$ cat src/rtl/tt_um_jimktrains_vslc_mtimer.sv
// Multi-channel two-phase timer with a shared prescaler.
// Each channel emits A-high / B-low waveforms, continuous or one-shot.
module tt_um_jimktrains_vslc_mtimer #(
  parameter int WIDTH      = 10,
  parameter int CHANNELS   = 4,
  parameter int PRESCALE_W = 8
) (
  input  logic                      clk,
  input  logic                      rst_n,
  input  logic [CHANNELS-1:0]       enable,
  input  logic [CHANNELS-1:0]       oneshot,
  input  logic [CHANNELS*WIDTH-1:0] period_a,
  input  logic [CHANNELS*WIDTH-1:0] period_b,
  input  logic [PRESCALE_W-1:0]     prescale,
  output logic [CHANNELS-1:0]       timer_out,
  output logic [CHANNELS-1:0]       wrap_o,
  output logic [CHANNELS-1:0]       done,
  output logic [CHANNELS*WIDTH-1:0] counter_o
);

  typedef enum logic [1:0] {
    IDLE  = 2'd0,
    PH_A  = 2'd1,
    PH_B  = 2'd2,
    DONE  = 2'd3
  } state_e;

  logic [PRESCALE_W-1:0] ps_q, ps_d;
  logic                  any_en;
  logic                  tick;

  // Shared divider: counts only while some channel runs.
  always_comb begin
    any_en = |enable;
    tick   = any_en && (ps_q >= prescale);
    ps_d   = ps_q + 1'b1;
    if (!any_en || tick) ps_d = '0;
  end

  // Prescaler count register.
  always_ff @(posedge clk or negedge rst_n) begin
    if (!rst_n) ps_q <= '0;
    else        ps_q <= ps_d;
  end

  genvar g;
  for (g = 0; g < CHANNELS; g++) begin : g_ch
    state_e             st_q, st_d;
    logic [WIDTH-1:0]   cnt_q, cnt_d;
    logic               out_q, out_d;
    logic               wrap_q, wrap_d;
    logic               done_q, done_d;
    logic [WIDTH-1:0]   pa, pb;

    assign pa = period_a[g*WIDTH +: WIDTH];
    assign pb = period_b[g*WIDTH +: WIDTH];

    // Channel next-state: enable low wins, periods compared live.
    always_comb begin
      st_d   = st_q;
      cnt_d  = cnt_q;
      out_d  = out_q;
      wrap_d = 1'b0;
      done_d = 1'b0;
      if (!enable[g]) begin
        st_d  = IDLE;
        cnt_d = '0;
        out_d = 1'b0;
      end else begin
        unique case (st_q)
          IDLE: begin
            st_d  = PH_A;
            cnt_d = '0;
            out_d = 1'b1;
          end
          PH_A: begin
            if (tick) begin
              if (cnt_q >= pa) begin
                st_d  = PH_B;
                cnt_d = '0;
                out_d = 1'b0;
              end else begin
                cnt_d = cnt_q + 1'b1;
              end
            end
          end
          PH_B: begin
            if (tick) begin
              if (cnt_q >= pb) begin
                wrap_d = 1'b1;
                cnt_d  = '0;
                if (oneshot[g]) begin
                  st_d   = DONE;
                  out_d  = 1'b0;
                  done_d = 1'b1;
                end else begin
                  st_d  = PH_A;
                  out_d = 1'b1;
                end
              end else begin
                cnt_d = cnt_q + 1'b1;
              end
            end
          end
          DONE: begin
            cnt_d  = '0;
            out_d  = 1'b0;
            done_d = 1'b1;
          end
          default: begin
            st_d  = IDLE;
            cnt_d = '0;
            out_d = 1'b0;
          end
        endcase
      end
    end

    // Channel state and registered outputs.
    always_ff @(posedge clk or negedge rst_n) begin
      if (!rst_n) begin
        st_q   <= IDLE;
        cnt_q  <= '0;
        out_q  <= 1'b0;
        wrap_q <= 1'b0;
        done_q <= 1'b0;
      end else begin
        st_q   <= st_d;
        cnt_q  <= cnt_d;
        out_q  <= out_d;
        wrap_q <= wrap_d;
        done_q <= done_d;
      end
    end

    assign timer_out[g]                 = out_q;
    assign wrap_o[g]                    = wrap_q;
    assign done[g]                      = done_q;
    assign counter_o[g*WIDTH +: WIDTH]  = cnt_q;
  end

endmodule

$ cat config.mk
export PLATFORM = sky130hd
export DESIGN_NAME = tt_um_jimktrains_vslc_mtimer
export DESIGN_NICKNAME = d
export VERILOG_FILES = /design/src/rtl/tt_um_jimktrains_vslc_mtimer.sv
export SDC_FILE = /design/constraint.sdc
export NUM_CORES = 1
export LEC_CHECK = 0
export CORE_UTILIZATION = 45
export CTS_CLUSTER_DIAMETER = 80
export DETAILED_ROUTE_END_ITERATION = 10
export PLACE_DENSITY_LB_ADDON = 0.15
export SYNTH_ARGS = -nofsm -noshare
export SYNTH_HDL_FRONTEND = slang
export SYNTH_SLANG_ARGS = --single-unit
$ cat constraint.sdc
create_clock -name clk -period 3.1 [get_ports clk]
set_clock_uncertainty 0.15 [all_clocks]
set_input_delay 0.465 -clock clk [delete_from_list [all_inputs] [get_ports clk]]
set_output_delay 0.465 -clock clk [all_outputs]
set_load 0.02 [all_outputs]
==> qor.yml <==
row_count: 42
setup_viol: 0
p_clk_share_pct: 23.9
period_share_pct: 91.1
clockBufferDepth: 2
drt_iter0_drc: 336
ff2ff_setup_slack_ps: 370
synth_compound_area_share_pct: 18.2
grt_pass1_vias: 5893
tightest_slew_ps: 765
ys_ff_latch: 68
seq_power_share_pct: 30.4
grt_pass1_wl_mm: 26.9
holdWs_ps: 51.3
synth-simple-area-share_pct: 21.8
swShare_pct: 37.9
leakagePower_nw: 4.01
cp-end-kind: "register"
synth_top_family_by_area: "simple AND/OR/NAND/NOR gates"
dp_hpwl_mm: 12.7
crit-reg2reg-capture: "g_ch[3].cnt_q[4]"
synth-edff-count: 0
synth_xor_area_share_pct: 0.837
final_net_count: 1105
slew_violations: 0
grt_max_degree: 37
hold_violations: 0
die_h_microns: 120
ys.warnings.count: 0
r2r-start: "g_ch[3].cnt_q[3]"
relSlewSlack_pct: 49.0
drc: 0
cts_tree: "built"
drt-pass1-iter-count: 4
ctsHoldBuffers: 0
syn2layout_area_growth_pct: 31.8
cts_sinks: 68
maxCapViolCount: 0
cts_setup_buffers: 0
syn_nets: 949
powerDensity_nw_per_um2: 465
crit_path_start_kind: "primary input"
synth-async-reset-ratio_pct: 100
antenna_found_initial: 0
synth_top_flop_cell: "dfrtp_1"
routed-via-count: 5981
yosys-top-cells-count: "ha_1, inv_1, dfrtp_1"
crit_required_ps: 3220
vias_per_cell: 5.57
cts_resized: 0
synthAdderAreaFrac_pct: 21.7
ant_nets: 0
synthCells: 742
min_period_ps: 2830
status: "finished, final reports clean"
synth_top_cell_area_share_pct: 27.1
ir_worst_vdd_mv: 0.279
track_usage_pct: 22.9
die-area_sq_um: 14400
avgSynthCellArea_sq_um: 8.46
path_clk_slew_ps: 60
reg2regPathDepth: 8
arrival_ps: 2940
synth_area_leaders: "dfrtp_1, ha_1, inv_1"
drive_above_1_share_pct: 6.79
wl_per_cell_microns: 15.0
synth_cell_types: 68
fin_setup_tns_ps: 0
synth.largest_area_cell: "dfrtp_1"
p_int_mw: 2.39
critPathMaxFanout: 7
fill_cells: 1162
io_pins: 150
clk_latency_ps: 330
yosysSeqAreaShare_pct: 27.1
muxShareOfSynthArea_pct: 1.63
start_util_pct: 46.8
synth.most_common_cell: "ha_1"
grt.overflow.total: 0
cts_buffers: 9
netlist_area_sq_um: 6280
dieWidth_microns: 120
cts_max_level: 3
combPwrFrac_pct: 45.7
cts-root-buf: "clkbuf_16"
place_congestion: 0.828
max_freq_mhz: 354
final_cell_area_sq_um: 8270
wl_mm: 16.1
io_buffers: 149
min_path_type: "in -> async"
p_switching_mw: 1.46
dpl-instance-area_sq_um: 8020
core_sq_um: 13400
path_class: "in -> reg"
rsz0062_at_grt: "no"
diodes: 0
final cells by class:
cell class                 count  area, sq um  share of cell area (%)
clock buffer                  11          253                    3.06
inverter                     103          387                    4.67
multi-input combinational    544         4030                    48.7
sequential                    68         1700                    20.6
tap                          176          220                    2.66
timing repair buffer         172         1680                    20.4
state kept, by name, summed over array words and instances, names as in the netlist:
name         flops
g_ch.cnt_q      40
g_ch.st_q        8
ps_q             8
g_ch.done_q      4
g_ch.out_q       4
g_ch.wrap_q      4
power by group through the flow:
stage	logic (mW)	clock network (mW)	registers, mW
floorplan	1.15	0	1.17
global placement	1.68	0	1.17
detailed placement	1.75	0	1.18
CTS	1.76	0.932	1.17
global route	1.97	0.979	1.19
finish	1.76	0.919	1.17
cell families after synthesis:
logic type	after synthesis
and+or+nand+nor	259
AOI/OAI and AO/OA	160
buffers and inverters	130
xor gates and xnor gates	6
muxes	10
DFF	68
adders and majority gates	109
stage by stage:
step | setup WS [ps] | power [mW] | util (%) | std cells
after floorplan | 510 | 2.33 | - | 742
after global placement | 11.1 | 2.86 | 59.9 | 1063
after detailed placement | -50.3 | 2.94 | 59.9 | 1063
after CTS | 283 | 3.86 | 61.7 | 1074
after global routing | 180 | 4.13 | 61.7 | 1074
final | 275 | 3.84 | 61.7 | 1074
critical path, stage by stage:
cell	delay [ps]
clkdlybuf4s50_1	450
inv_1	40
ha_1	300
a21o_1	180
a21oi_1	140
nor3b_1	70
or4_1	650
buf_4	210
a211oi_1	270
a221o_1	170
how the worst max path moves through the flow:
stage | slack (ps) | endpoint | cells after the start | from
6_report | 270 | g_ch[3].cnt_q[4] | 10 | period_a[33]
4_1_cts | 280 | g_ch[0].cnt_q[6] | 9 | period_b[7]
5_1_grt | 180 | g_ch[0].cnt_q[6] | 9 | period_b[7]
2_1_floorplan | 510 | g_ch[0].cnt_q[6] | 8 | g_ch[0].cnt_q[7]
3_5_place_dp | -50 | g_ch[0].cnt_q[6] | 9 | period_b[7]
3_3_place_gp | 10 | g_ch[0].cnt_q[6] | 9 | period_b[7]
layout by cell type (no fill, tap or decap), types with 21 or more instances in the layout:
master             n
clkdlybuf4s50_1  148
ha_1             109
nor2_1            48
inv_1            102
nand2_1           55
o21ai_0           25
nand3_1           29
a21oi_1           33
dfrtp_1           68
buf_4             21
layer usage:
| layer | routed length [microns] | vias up | global-route usage (%) |
|---|---|---|---|
| li1 | - | 2952 | - |
| met1 | 7250 | 2803 | 29.1 |
| met2 | 7800 | 194 | 39.6 |
| met3 | 751 | 32 | 3.71 |
| met4 | 280 | 0 | 6.80 |
| met5 | 0 | - | 0 |
No activity file was read; power rests on OpenSTA's default activity.
